## src/rtl/stopwatch_pkg.sv

```systemverilog
// Shared types and default timing constants for the stopwatch input/timebase block.
package stopwatch_pkg;

    // Debouncer state: waiting, arming a press, pressed, arming a release
    typedef enum logic [1:0] {
        IDLE = 2'd0,
        ARM  = 2'd1,
        HELD = 2'd2,
        REL  = 2'd3
    } db_state_e;

    localparam int unsigned DB_CYCLES_DEF = 1_000_000;
    localparam int unsigned CNT_DIV_DEF   = 1_000_000;
    localparam int unsigned DISP_DIV_DEF  = 100_000;

    // Counter width able to hold 0..n-1, never narrower than one bit
    function automatic int unsigned cnt_width(input int unsigned n);
        return (n > 1) ? $clog2(n) : 1;
    endfunction

endpackage

```

## src/rtl/btn_debounce.sv

```systemverilog
// Two-flop synchronizer followed by a press/release debounce FSM.
// press_c is the combinational acceptance strobe; the parent registers it.
module btn_debounce
    import stopwatch_pkg::*;
#(
    parameter int unsigned DB_CYCLES = DB_CYCLES_DEF
) (
    input  logic clk,
    input  logic rst,
    input  logic raw,
    output logic press_c,
    output logic level
);

    localparam int unsigned CW = cnt_width(DB_CYCLES);
    localparam logic [CW-1:0] LAST = CW'(DB_CYCLES - 1);

    logic          sync_a;
    logic          sync_b;
    db_state_e     state;
    db_state_e     state_next;
    logic [CW-1:0] cnt;
    logic [CW-1:0] cnt_next;
    logic          level_next;

    // Bring the asynchronous button into the clock domain
    always_ff @(posedge clk) begin
        if (rst) begin
            sync_a <= 1'b0;
            sync_b <= 1'b0;
        end else begin
            sync_a <= raw;
            sync_b <= sync_a;
        end
    end

    // State, stability counter and debounced level registers
    always_ff @(posedge clk) begin
        if (rst) begin
            state <= IDLE;
            cnt   <= '0;
            level <= 1'b0;
        end else begin
            state <= state_next;
            cnt   <= cnt_next;
            level <= level_next;
        end
    end

    // Next state: a press or release is accepted after DB_CYCLES stable samples
    always_comb begin
        state_next = state;
        cnt_next   = cnt;
        case (state)
            IDLE: begin
                if (sync_b) begin
                    state_next = ARM;
                    cnt_next   = '0;
                end
            end
            ARM: begin
                if (!sync_b) begin
                    state_next = IDLE;
                end else if (cnt == LAST) begin
                    state_next = HELD;
                end else begin
                    cnt_next = cnt + CW'(1);
                end
            end
            HELD: begin
                if (!sync_b) begin
                    state_next = REL;
                    cnt_next   = '0;
                end
            end
            REL: begin
                if (sync_b) begin
                    state_next = HELD;
                end else if (cnt == LAST) begin
                    state_next = IDLE;
                end else begin
                    cnt_next = cnt + CW'(1);
                end
            end
            default: begin
                state_next = IDLE;
                cnt_next   = '0;
            end
        endcase
    end

    // Outputs: press strobe on the ARM->HELD transition, level high while pressed
    always_comb begin
        press_c    = 1'b0;
        level_next = 1'b0;
        if (state == ARM && sync_b && cnt == LAST) begin
            press_c = 1'b1;
        end
        if (state_next == HELD || state_next == REL) begin
            level_next = 1'b1;
        end
    end

endmodule

```

## src/rtl/stopwatch_input_timebase.sv

```systemverilog
// Button conditioning plus count and display timebases for the stopwatch.
module stopwatch_input_timebase
    import stopwatch_pkg::*;
#(
    parameter int unsigned DB_CYCLES = DB_CYCLES_DEF,
    parameter int unsigned CNT_DIV   = CNT_DIV_DEF,
    parameter int unsigned DISP_DIV  = DISP_DIV_DEF
) (
    input  logic       clk,
    input  logic       rst,
    input  logic       btn_r_raw,
    input  logic       btn_p_raw,
    output logic       r_pulse,
    output logic       p_pulse,
    output logic       r_level,
    output logic       cnt_tick,
    output logic       disp_tick,
    output logic [1:0] disp_sel
);

    localparam int unsigned CNTW  = cnt_width(CNT_DIV);
    localparam int unsigned DISPW = cnt_width(DISP_DIV);
    localparam logic [CNTW-1:0]  CNT_LAST  = CNTW'(CNT_DIV - 1);
    localparam logic [DISPW-1:0] DISP_LAST = DISPW'(DISP_DIV - 1);

    logic             r_press_c;
    logic             p_press_c;
    logic             unused_p_level;
    logic [CNTW-1:0]  cnt_q;
    logic [CNTW-1:0]  cnt_next;
    logic [DISPW-1:0] disp_q;
    logic [DISPW-1:0] disp_next;

    btn_debounce #(.DB_CYCLES(DB_CYCLES)) u_db_r (
        .clk     (clk),
        .rst     (rst),
        .raw     (btn_r_raw),
        .press_c (r_press_c),
        .level   (r_level)
    );

    btn_debounce #(.DB_CYCLES(DB_CYCLES)) u_db_p (
        .clk     (clk),
        .rst     (rst),
        .raw     (btn_p_raw),
        .press_c (p_press_c),
        .level   (unused_p_level)
    );

    // Prescaler next values; the count prescaler restarts after any button pulse
    always_comb begin
        cnt_next  = '0;
        disp_next = '0;
        if (!(r_pulse || p_pulse) && cnt_q != CNT_LAST) begin
            cnt_next = cnt_q + CNTW'(1);
        end
        if (disp_q != DISP_LAST) begin
            disp_next = disp_q + DISPW'(1);
        end
    end

    // Registered pulses (R wins a tie), prescalers, ticks and scan index
    always_ff @(posedge clk) begin
        if (rst) begin
            r_pulse   <= 1'b0;
            p_pulse   <= 1'b0;
            cnt_q     <= '0;
            cnt_tick  <= 1'b0;
            disp_q    <= '0;
            disp_tick <= 1'b0;
            disp_sel  <= 2'd0;
        end else begin
            r_pulse   <= r_press_c;
            p_pulse   <= p_press_c & ~r_press_c;
            cnt_q     <= cnt_next;
            cnt_tick  <= (cnt_next == CNT_LAST);
            disp_q    <= disp_next;
            disp_tick <= (disp_next == DISP_LAST);
            disp_sel  <= disp_sel + 2'(disp_tick);
        end
    end

endmodule

```

## config.mk

```make
export PLATFORM = sky130hd
export DESIGN_NAME = stopwatch_input_timebase
export DESIGN_NICKNAME = d
export VERILOG_FILES = /design/src/rtl/stopwatch_pkg.sv /design/src/rtl/btn_debounce.sv /design/src/rtl/stopwatch_input_timebase.sv
export SDC_FILE = /design/constraint.sdc
export NUM_CORES = 1
export LEC_CHECK = 0
export ABC_CLOCK_PERIOD_IN_PS = 3650
export BUFFER_PORTS_ARGS = -buffer_cell sky130_fd_sc_hd__buf_2
export CAP_MARGIN = 40
export CORE_ASPECT_RATIO = 1.1
export CORE_UTILIZATION = 60
export CTS_CLUSTER_SIZE = 24
export DETAILED_ROUTE_END_ITERATION = 16
export PLACE_DENSITY = 0.83
export SYNTH_ARGS = -nofsm -noshare
export SYNTH_HDL_FRONTEND = slang
export SYNTH_SLANG_ARGS = --single-unit
export TNS_END_PERCENT = 5
```

## constraint.sdc

```tcl
create_clock -name clk -period 3.65 [get_ports clk]
set_input_delay 0.365 -clock clk [delete_from_list [all_inputs] [get_ports clk]]
set_output_delay 0.365 -clock clk [all_outputs]
set_load 0.005 [all_outputs]
```

==> results of run 1 <==
## report_power, final
| part | internal (mW) | total [mW] | switching [mW] |
|---|---|---|---|
| combinational | 0.0155 | 0.0519 | 0.0363 |
| sequential | 1.01 | 1.02 | 0.00908 |
| clock | 0.423 | 0.777 | 0.354 |
| total | 1.45 | 1.85 | 0.400 |
## stage by stage
step	total power, mW	std cells	util (%)
floorplan	1.08	507	-
global placement	1.09	585	64.0
detailed placement	1.09	586	64.1
CTS	1.86	601	67.3
global route	1.91	601	67.3
finish	1.85	601	67.3
## cell families (layout without fill, tap and decap cells)
family	Yosys count	count (layout)
multiplexers	4	4
AO/OA/AOI/OAI	70	70
flip-flops	92	92
XOR/XNOR	53	53
buffers and inverters	32	41
AND/OR/NAND/NOR	251	251
adder cells (fa/ha/maj)	5	5
## registers in the layout, indices dropped and copies added, names as in the netlist, 2 cells and up, named ones only
register and count:
cnt_q 20, disp_q 17, disp_sel 2, u_db_p.cnt 20, u_db_r.cnt 20, u_db_r.state 2
## worst register-to-register path, delay by kind of cell (launching register included)
kind,cells,cell delay [ps]
DFF,1,390
AOI/OAI and AO/OA,3,1120
adders and majority gates,1,360
and+or+nand+nor,1,230
## cells in the mapped netlist, drive strengths merged (4+ instances only)
cell,count
nor3,13
buf,9
nor2,73
and4,7
o21ai,15
nor2b,9
inv,13
nor4,14
and2,4
o2111ai,4
xnor2,20
ha,5
xor2,33
or3,11
or4,12
nor4b,4
o31ai,9
dfxtp,92
nand3,24
a21oi,22
nand4,27
nand2,32
o211ai,5
and3,7
clkbuf,10
nor3b,4
## metal layers
layer | vias to the layer above | routed length, µm | GRT usage [%]
li1 | 1839 | - | -
met1 | 1785 | 3980 | 29.0
met2 | 102 | 4420 | 42.7
met3 | 12 | 452 | 4.37
met4 | 0 | 133 | 9.20
met5 | - | 0 | 0
## worst max path at each step
| stage | from | endpoint | slack [ps] | cells past startpoint |
|---|---|---|---|---|
| 2_1_floorplan | disp_q[5]$_SDFF_PP0_ | disp_tick$_SDFF_PP0_ | 1780 | 6 |
| 3_3_place_gp | u_db_r.cnt[0]$_SDFFE_PP0P_ | u_db_r.cnt[15]$_SDFFE_PP0P_ | 1610 | 5 |
| 3_5_place_dp | u_db_r.cnt[0]$_SDFFE_PP0P_ | u_db_r.cnt[19]$_SDFFE_PP0P_ | 1510 | 5 |
| 4_1_cts | u_db_r.cnt[0]$_SDFFE_PP0P_ | u_db_r.cnt[19]$_SDFFE_PP0P_ | 1490 | 5 |
| 5_1_grt | u_db_r.cnt[0]$_SDFFE_PP0P_ | u_db_r.cnt[19]$_SDFFE_PP0P_ | 1290 | 5 |
| 6_report | u_db_r.cnt[0]$_SDFFE_PP0P_ | u_db_r.cnt[19]$_SDFFE_PP0P_ | 1490 | 5 |
## layout make-up
type / count / share of cell area (%)
clock buffer: 12 / 3.25
clock inverter: 3 / 1.44
timing repair buffer: 13 / 1.52
sequential: 92 / 38.6
multi-input combinational: 383 / 51.9
inverter: 13 / 1.02
tap: 85 / 2.23
==> results.yml, run 1 <==
run_status:
  outcome: "finished with violations"
  violations: "design-rule violations"
cells_and_area:
  n_antenna_cell: 0
  layout_commonest_cell: "dfxtp_1"
  nNetsFinal: 521
  multiInputGateArea_mm2: 0.00247
  seq_area_mm2: 0.00184
  nFillCells: 566
  syn2layout_area_growth_pct: 6.87
  layout_common_cells: "dfxtp_1 (92), nor2_1 (73), nand2_1 (32), xor2_1 (32), nand3_1 (24)"
  final_area_mm2: 0.00477
  drive_gt1_share_pct: 9.88
placement:
  dp_hpwl_mm: 6.05
  placed_area_mm2: 0.00454
  io_buffers: 10
  dp_slack_ps: 1510
  place_congestion: 0.842
clock_tree:
  cts_made_buffers: 9
  cts_tree: "built"
  cts_root_buffer: "clkbuf_8"
  clock_latency_ps: 370
  clk_pin_slew_worst_paths_ps: 90
  htreeDepth: 3
  cts_buffer_depth: 2
  post_cts_buffers: 0
  post_cts_resized: 0
  cts_hold_buf: 0
  clock-sinks: 92
routing:
  num_vias: 3738
  wl_per_cell_um: 15.0
  vias_per_cell: 6.22
  wl_mm: 8.99
  drc_errors: 2
  ant_nets: 0
  drt_iter0_markers: 150
  dr.pass1.iters: 10
min_path:
  hold_start: "btn_r_raw"
  whs_path_depth: 2
  hold_class: "input pin to flip-flop"
  min_to: "u_db_r.sync_a$_SDFF_PP0_"
logic_synthesis:
  ys_types: 59
  synth_top_flop_cell: "dfxtp_1"
  syn_area_per_cell_um2: 8.80
  ys_warn_count: 0
  async_reset_ff_share_pct: 0
  synthTopCellsByArea: "dfxtp_1 (41%), xor2_1 (6.3%), nor2_1 (6.1%)"
  synth_top_cell_area_share_pct: 41.3
  yosys.area_share.simple_pct: 32.2
  synthAdderAreaFrac_pct: 1.40
  yosysTopAreaCell: "dfxtp_1"
  synth_compound_area_share_pct: 10.3
  syn_area_mm2: 0.00446
  synth_cells: 507
  synthMuxAreaShare_pct: 1.04
  synth_seq_cells: 92
  synth_edf_count: 0
  synthXorXnorAreaFrac_pct: 10.6
  yosysSeqAreaShare_pct: 41.3
  synth_top_family_by_area: "simple AND/OR/NAND/NOR gates"
  syn_nets: 516
die:
  initial_core_util_pct: 62.9
  coreArea_mm2: 0.00709
  dieArea_mm2: 0.00778
  rows: 32
  io_pins: 11
  die_y_um: 92.4
  die_x_um: 84.2
worst_setup_path:
  start_kind: "flip-flop"
  cp_top_family: "compound AO/OA/AOI/OAI gates"
  path_buf_inv: 0
  regToRegSetupSlack_ps: 1490
  critPathMaxStageDelay_ps: 750
  r2r-end: "u_db_r.cnt[19]$_SDFFE_PP0P_"
  critPathRequiredTime_ps: 3950
  critical_path_arrival_ps: 2470
  crit_type: "flip-flop to flip-flop"
  endpoint_kind: "flip-flop"
  reg2reg_from: "u_db_r.cnt[0]$_SDFFE_PP0P_"
  ff2ff_path_depth: 5
  cpMaxStageDelayCell: "o21ai_2"
  worstPathMaxFanout: 25
  crit_chain: "ha_1, nand2_1, o21ai_2, o31ai_1, a21oi_1"
grt:
  grt_overflow_total: 0
  antenna_found_initial: 0
  grt_first_pass_wirelength_mm: 15.3
  grt_use_total_pct: 24.1
  grt_pass1_vias: 3487
  grt_start_max_net_pins: 26
timing:
  max_slew_margin_pct: 42.2
  finalCriticalPeriod_ps: 2160
  finClkSkew_ps: 6.35
  finalHoldViolCount: 0
  tightest_slew_ps: 867
  setup_ws_ps: 1490
  setup_viol: 0
  max_freq_ghz: 0.462
  setup_tns_ps: 0
  rsz0062_at_grt: "no"
  slew_viol_final: 0
  hold_slack_ps: 213
  fin_crit_sh_pct: 59.3
pwr:
  powerDensity_mw_per_mm2: 388
  leakage_nw: 1.64
  ir_drop_v: 0.000249
job:
  cap_violations: 0
Note: power is estimated with default switching activity, not from simulation.
==> run 2: changes to the inputs <==
- ABC_CLOCK_PERIOD_IN_PS: 3650 -> 2200
- clock period: 3.65 -> 2.2 ns (I/O delays scaled with it)
==> run 2 against run 1 <==
Against the previous run: the run still ends with design-rule violations left; clock power is 53% higher; fmax is 9.3% higher; hold slack worse by 140 ps; combinational power is 81% higher; critical path depth is 1 higher; via count is 0.72% lower; cell count is 2.2% higher; cell area is 1.8% higher; sequential share of layout area is 0.69 points lower; clock skew is 0.68 ps higher.
==> results.yml, run 2 (same netlist as run 1, synthesis figures left out) <==
run_status:
  outcome: "finished with violations"
  violations: "design-rule violations"
timing:
  setup_tns_ps: 0
  setup_viol: 0
  max_slew_margin_pct: 58.0
  fin_crit_sh_pct: 90.0
  rsz0062_at_grt: "no"
  tightest_slew_ps: 625
  slew_viol_final: 0
  finalHoldViolCount: 0
  finClkSkew_ps: 7.03
  max_freq_ghz: 0.505
  finalCriticalPeriod_ps: 1980
worst_setup_path:
  r2r-end: "cnt_tick$_SDFF_PP0_"
  startpoint: "cnt_q[0]$_SDFF_PP0_"
  worstPathMaxFanout: 4
  endpoint_kind: "flip-flop"
  ff2ff_path_depth: 6
  cp-endpoint: "cnt_tick$_SDFF_PP0_"
  critical_path_arrival_ps: 2230
  regToRegSetupSlack_ps: 220
  critPathRequiredTime_ps: 2450
  reg2reg_from: "cnt_q[0]$_SDFF_PP0_"
  start_kind: "flip-flop"
  crit_type: "flip-flop to flip-flop"
die:
  coreArea_mm2: 0.00709
  die_x_um: 84.2
  die_y_um: 92.4
  initial_core_util_pct: 62.9
  rows: 32
  io_pins: 11
  dieArea_mm2: 0.00778
clock_tree:
  cts_made_buffers: 9
  htreeDepth: 3
  cts_buffer_depth: 2
  cts_root_buffer: "clkbuf_8"
  clk_pin_slew_worst_paths_ps: 80
  clock-sinks: 92
  clock_latency_ps: 360
  cts_tree: "built"
  post_cts_buffers: 0
grt:
  met2_usage_pct: 43.0
  grt.met1_usage_pct: 30.5
  grt_pass1_vias: 3406
  top_usage_layer: "met2"
  met3_usage_pct: 3.83
  grt_use_total_pct: 24.5
  grt_start_max_net_pins: 23
  grt_overflow_total: 0
  grt_first_pass_wirelength_mm: 15.6
  antenna_found_initial: 0
placement:
  io_buffers: 10
  place_congestion: 0.837
  dp_hpwl_mm: 6.25
min_path:
  whs_path_depth: 2
  hold_class: "input pin to flip-flop"
routing:
  drt_iter0_markers: 171
  wl_per_cell_um: 14.7
  drc_errors: 2
  wl_mm: 9.02
  num_vias: 3711
  ant_nets: 0
  vias_per_cell: 6.04
  dr.pass1.iters: 10
cells_and_area:
  top_regs: "cnt_q (20), u_db_p.cnt (20), u_db_r.cnt (20)"
  layout_commonest_cell: "dfxtp_1"
  drive_gt1_share_pct: 12.3
  layout_common_cells: "dfxtp_1 (92), nor2_1 (73), nand2_1 (32), xor2_1 (32), nand3_1 (24)"
  syn2layout_area_growth_pct: 8.81
  nFillCells: 579
  n_antenna_cell: 0
  nNetsFinal: 533
pwr:
  powerDensity_mw_per_mm2: 614
  power_mw: 2.98
  leakage_nw: 1.70
  ir_drop_v: 0.000381
job:
  cap_violations: 0
[run 2: report_power, final]
group / leakage (nW) / switching [mW] / total [mW] / internal [mW]
combinational: 0.854 / 0.0615 / 0.0939 / 0.0324
clock: 0.106 / 0.602 / 1.19 / 0.589
sequential: 0.743 / 0.0155 / 1.69 / 1.68
[run 2: worst min-delay path by stage]
stage	startpoint	endpoint	slack, ps
global placement	u_db_p.sync_a$_SDFF_PP0_	u_db_p.sync_b$_SDFF_PP0_	430
global route	btn_p_raw	u_db_p.sync_a$_SDFF_PP0_	90
CTS	btn_r_raw	u_db_r.sync_a$_SDFF_PP0_	70
detailed placement	u_db_p.sync_a$_SDFF_PP0_	u_db_p.sync_b$_SDFF_PP0_	440
finish	btn_r_raw	u_db_r.sync_a$_SDFF_PP0_	70
floorplan	btn_p_raw	u_db_p.sync_a$_SDFF_PP0_	350
[run 2: stage by stage]
| stage | cell area (µm²) | utilization (%) | hold WS, ps | setup WS, ps | instances |
|---|---|---|---|---|---|
| final | 4850 | 68.5 | 71.7 | 221 | 614 |
| after floorplan | 4460 | - | 348 | 335 | 507 |
| after CTS | 4840 | 68.4 | 74.0 | 214 | 614 |
| after global routing | 4850 | 68.5 | 94.7 | 36.9 | 614 |
| after detailed placement | 4630 | 65.4 | 441 | 237 | 598 |
| after global placement | 4630 | 65.3 | 429 | 305 | 597 |
[run 2: cell type report]
type | count | area, µm² | share of cell area (%)
multi-input combinational | 383 | 2480 | 51.1
tap | 85 | 106 | 2.19
clock buffer | 11 | 151 | 3.12
clock inverter | 5 | 60.1 | 1.24
inverter | 13 | 48.8 | 1.01
timing repair buffer | 25 | 163 | 3.35
sequential | 92 | 1840 | 37.9
[run 2: critical path: stages (launching register included)]
cell and delay, ps:
dfxtp_1 390, ha_1 240, nand2_1 100, or4b_4 590, mux2_4 320, o22ai_2 180, nor4_2 50
[run 2: repair_timing]
action                                  CTS  global route
hold buffers                              0             0
hold endpoints to repair                  0             0
endpoints found under the setup margin    0             1
resized for setup                         0             1
[run 2: layer usage]
| metal | part of all wire (%) | vias up |
|---|---|---|
| met1 | 46 | 1748 |
| met4 | 1.5 | 0 |
| li1 | - | 1866 |
| met2 | 49 | 80 |
| met5 | 0 | - |
| met3 | 3.5 | 17 |
==> run 3: changes to the inputs <==
- ABC_AREA: unset -> 1
==> run 3 against run 2 <==
Against the previous run: hold slack worse by 16 ps; cell count up 43%; critical path type unchanged; combinational power up 13%; the run now ends clean; critical path depth up 4; sequential power about the same; fmax up 0.80%; non-clock buffer count down 8.
==> results.yml, run 3 <==
grt:
  grt_first_pass_wirelength_mm: 18.8
  grt_overflow_total: 0
  antenna_found_initial: 0
  grt_start_max_net_pins: 43
  grt_use_total_pct: 27.1
  grt_pass1_vias: 4392
cells_and_area:
  n_antenna_cell: 0
  syn2layout_area_growth_pct: 6.85
  nFillCells: 739
  layout_commonest_cell: "nand2_1"
  post-route-util_pct: 66.7
  top_regs: "cnt_q (20), u_db_p.cnt (20), u_db_r.cnt (20)"
  final_area_mm2: 0.00531
  layout_common_cells: "nand2_1 (172), nor2_1 (141), dfxtp_1 (92)"
  fin_cells: 879
  drive_gt1_share_pct: 10.4
  nNetsFinal: 775
routing:
  wl_mm: 10.9
  num_vias: 4801
  drt_iter0_markers: 223
  drc_errors: 0
  dr.pass1.iters: 5
  vias_per_cell: 5.46
  wl_per_cell_um: 12.4
  ant_nets: 0
worst_setup_path:
  r2r-end: "u_db_p.cnt[11]$_SDFFE_PP0P_"
  crit_top_cell: "nor2_1"
  start_kind: "flip-flop"
  regToRegSetupSlack_ps: 240
  crit_type: "flip-flop to flip-flop"
  critPathRequiredTime_ps: 2450
  critPathMaxStageDelay_ps: 390
  reg2reg_from: "u_db_p.cnt[0]$_SDFFE_PP0P_"
  worstPathMaxFanout: 14
  crit_chain: "ha_1, nand3_2, nor2_4, nand4_4, nand2_4, inv_2, nand3_1, nor2_1, nor2_1, nor2_1"
  critical_path_arrival_ps: 2210
  endpoint_kind: "flip-flop"
  ff2ff_path_depth: 10
  cpMaxStageDelayCell: "dfxtp_1"
logic_synthesis:
  synthTopCellsByArea: "dfxtp_1 (37%), nand2_1 (13%), nor2_1 (11%)"
  synth_top_flop_cell: "dfxtp_1"
  synth_top_cell_area_share_pct: 37.1
  ys_top_cells_by_count: "nand2_1 (172), nor2_1 (142), dfxtp_1 (92)"
  syn_area_per_cell_um2: 6.60
  syn_nets: 761
  synth_edf_count: 0
  yosysMostFrequentCell: "nand2_1"
  yosysTopAreaCell: "dfxtp_1"
  yosysSeqAreaShare_pct: 37.1
  ys_warn_count: 0
  async_reset_ff_share_pct: 0
  ys_types: 41
  synth_cells: 752
  syn_area_mm2: 0.00497
  synth_seq_cells: 92
die:
  initial_core_util_pct: 62.4
  io_pins: 11
  rows: 34
  dieArea_mm2: 0.00864
  coreArea_mm2: 0.00796
  die_x_um: 88.7
  die_y_um: 97.4
timing:
  setup_tns_ps: 0
  finClkSkew_ps: 8.86
  hold_slack_ps: 56.1
  slew_viol_final: 0
  max_freq_ghz: 0.509
  setup_ws_ps: 236
  finalHoldViolCount: 0
  fin_crit_sh_pct: 89.3
  finalCriticalPeriod_ps: 1960
  tightest_slew_ps: 491
  rsz0062_at_grt: "no"
  max_slew_margin_pct: 67.3
  setup_viol: 0
min_path:
  whs_path_depth: 3
  hold_class: "input pin to flip-flop"
  hold_start: "btn_p_raw"
  min_to: "u_db_p.sync_a$_SDFF_PP0_"
clock_tree:
  htreeDepth: 3
  cts_root_buffer: "clkbuf_8"
  clock-sinks: 92
  cts_buffer_depth: 2
  clk_pin_slew_worst_paths_ps: 90
  cts_made_buffers: 9
  clock_latency_ps: 360
  cts_hold_buf: 0
  cts_tree: "built"
  post_cts_buffers: 0
  post_cts_resized: 0
placement:
  place_congestion: 0.972
  io_buffers: 10
  dp.cells: 863
  placed_area_mm2: 0.00512
  dp_slack_ps: 146
  dp_hpwl_mm: 8.13
pwr:
  ir_drop_v: 0.000409
  pwr-share-clk_pct: 37.0
  powerDensity_mw_per_mm2: 539
  leakage_nw: 1.99
  p_int_mw: 2.14
  swShare_pct: 25.2
  power_mw: 2.86
  power_switching_mw: 0.722
  pwr-share-seq_pct: 59.3
  combPwrFrac_pct: 3.7
job:
  cap_violations: 0
run_status:
  outcome: "finished clean"
run 3: logic make-up after synthesis:
group	after synthesis	share of synthesized area (%)
simple gates	479	43.7
buf+inv	105	8.64
flops	92	37.1
compound gates	55	6.45
xor+xnor	16	2.82
fa+ha+maj	5	1.26
run 3: layer usage:
| layer | GRT usage (%) | part of all wire (%) | vias to the layer above | wire (µm) |
|---|---|---|---|---|
| met3 | 3.99 | 5.0 | 27 | 547 |
| met4 | 10.3 | 2.1 | 0 | 234 |
| met2 | 45.6 | 48 | 146 | 5230 |
| li1 | - | - | 2456 | - |
| met1 | 34.4 | 45 | 2172 | 4880 |
| met5 | 0 | 0 | - | 0 |
run 3: worst max-delay path by stage:
stage                                from  slack, ps                     endpoint  cells after the start
6_report       u_db_p.cnt[0]$_SDFFE_PP0P_        240  u_db_p.cnt[11]$_SDFFE_PP0P_                     10
5_1_grt        u_db_p.cnt[0]$_SDFFE_PP0P_         10  u_db_p.cnt[11]$_SDFFE_PP0P_                     10
4_1_cts        u_db_r.cnt[0]$_SDFFE_PP0P_        140   u_db_r.cnt[2]$_SDFFE_PP0P_                      9
3_5_place_dp   u_db_r.cnt[0]$_SDFFE_PP0P_        150   u_db_r.cnt[3]$_SDFFE_PP0P_                      9
3_3_place_gp   u_db_r.cnt[0]$_SDFFE_PP0P_        200   u_db_r.cnt[3]$_SDFFE_PP0P_                      9
2_1_floorplan  u_db_r.cnt[0]$_SDFFE_PP0P_        510  u_db_r.cnt[17]$_SDFFE_PP0P_                      9
run 3: cell type report:
type                            count  area [µm²]  area share [%]
Multi-Input combinational cell    555        2710            51.0
Sequential cell                    92        1840            34.7
Inverter                           91         342            6.44
Tap cell                          108         135            2.55
Clock buffer                        9         124            2.33
Timing Repair Buffer               17         103            1.93
Clock inverter                      7        56.3            1.06
run 3: critical path, delay by kind of cell (launching register included):
family                     cells  cell delay, ps
adders and majority gates      1             250
buffers and inverters          1             150
DFF                            1             390
and+or+nand+nor                8            1050
run 3: power by group through the flow:
stage	clock (mW)	combinational (mW)	sequential [mW]
5_1_grt	1.16	0.119	1.70
3_3_place_gp	0	0.101	1.73
6_report	1.06	0.106	1.70
2_1_floorplan	0	0.0817	1.73
3_5_place_dp	0	0.103	1.73
4_1_cts	1.09	0.104	1.70
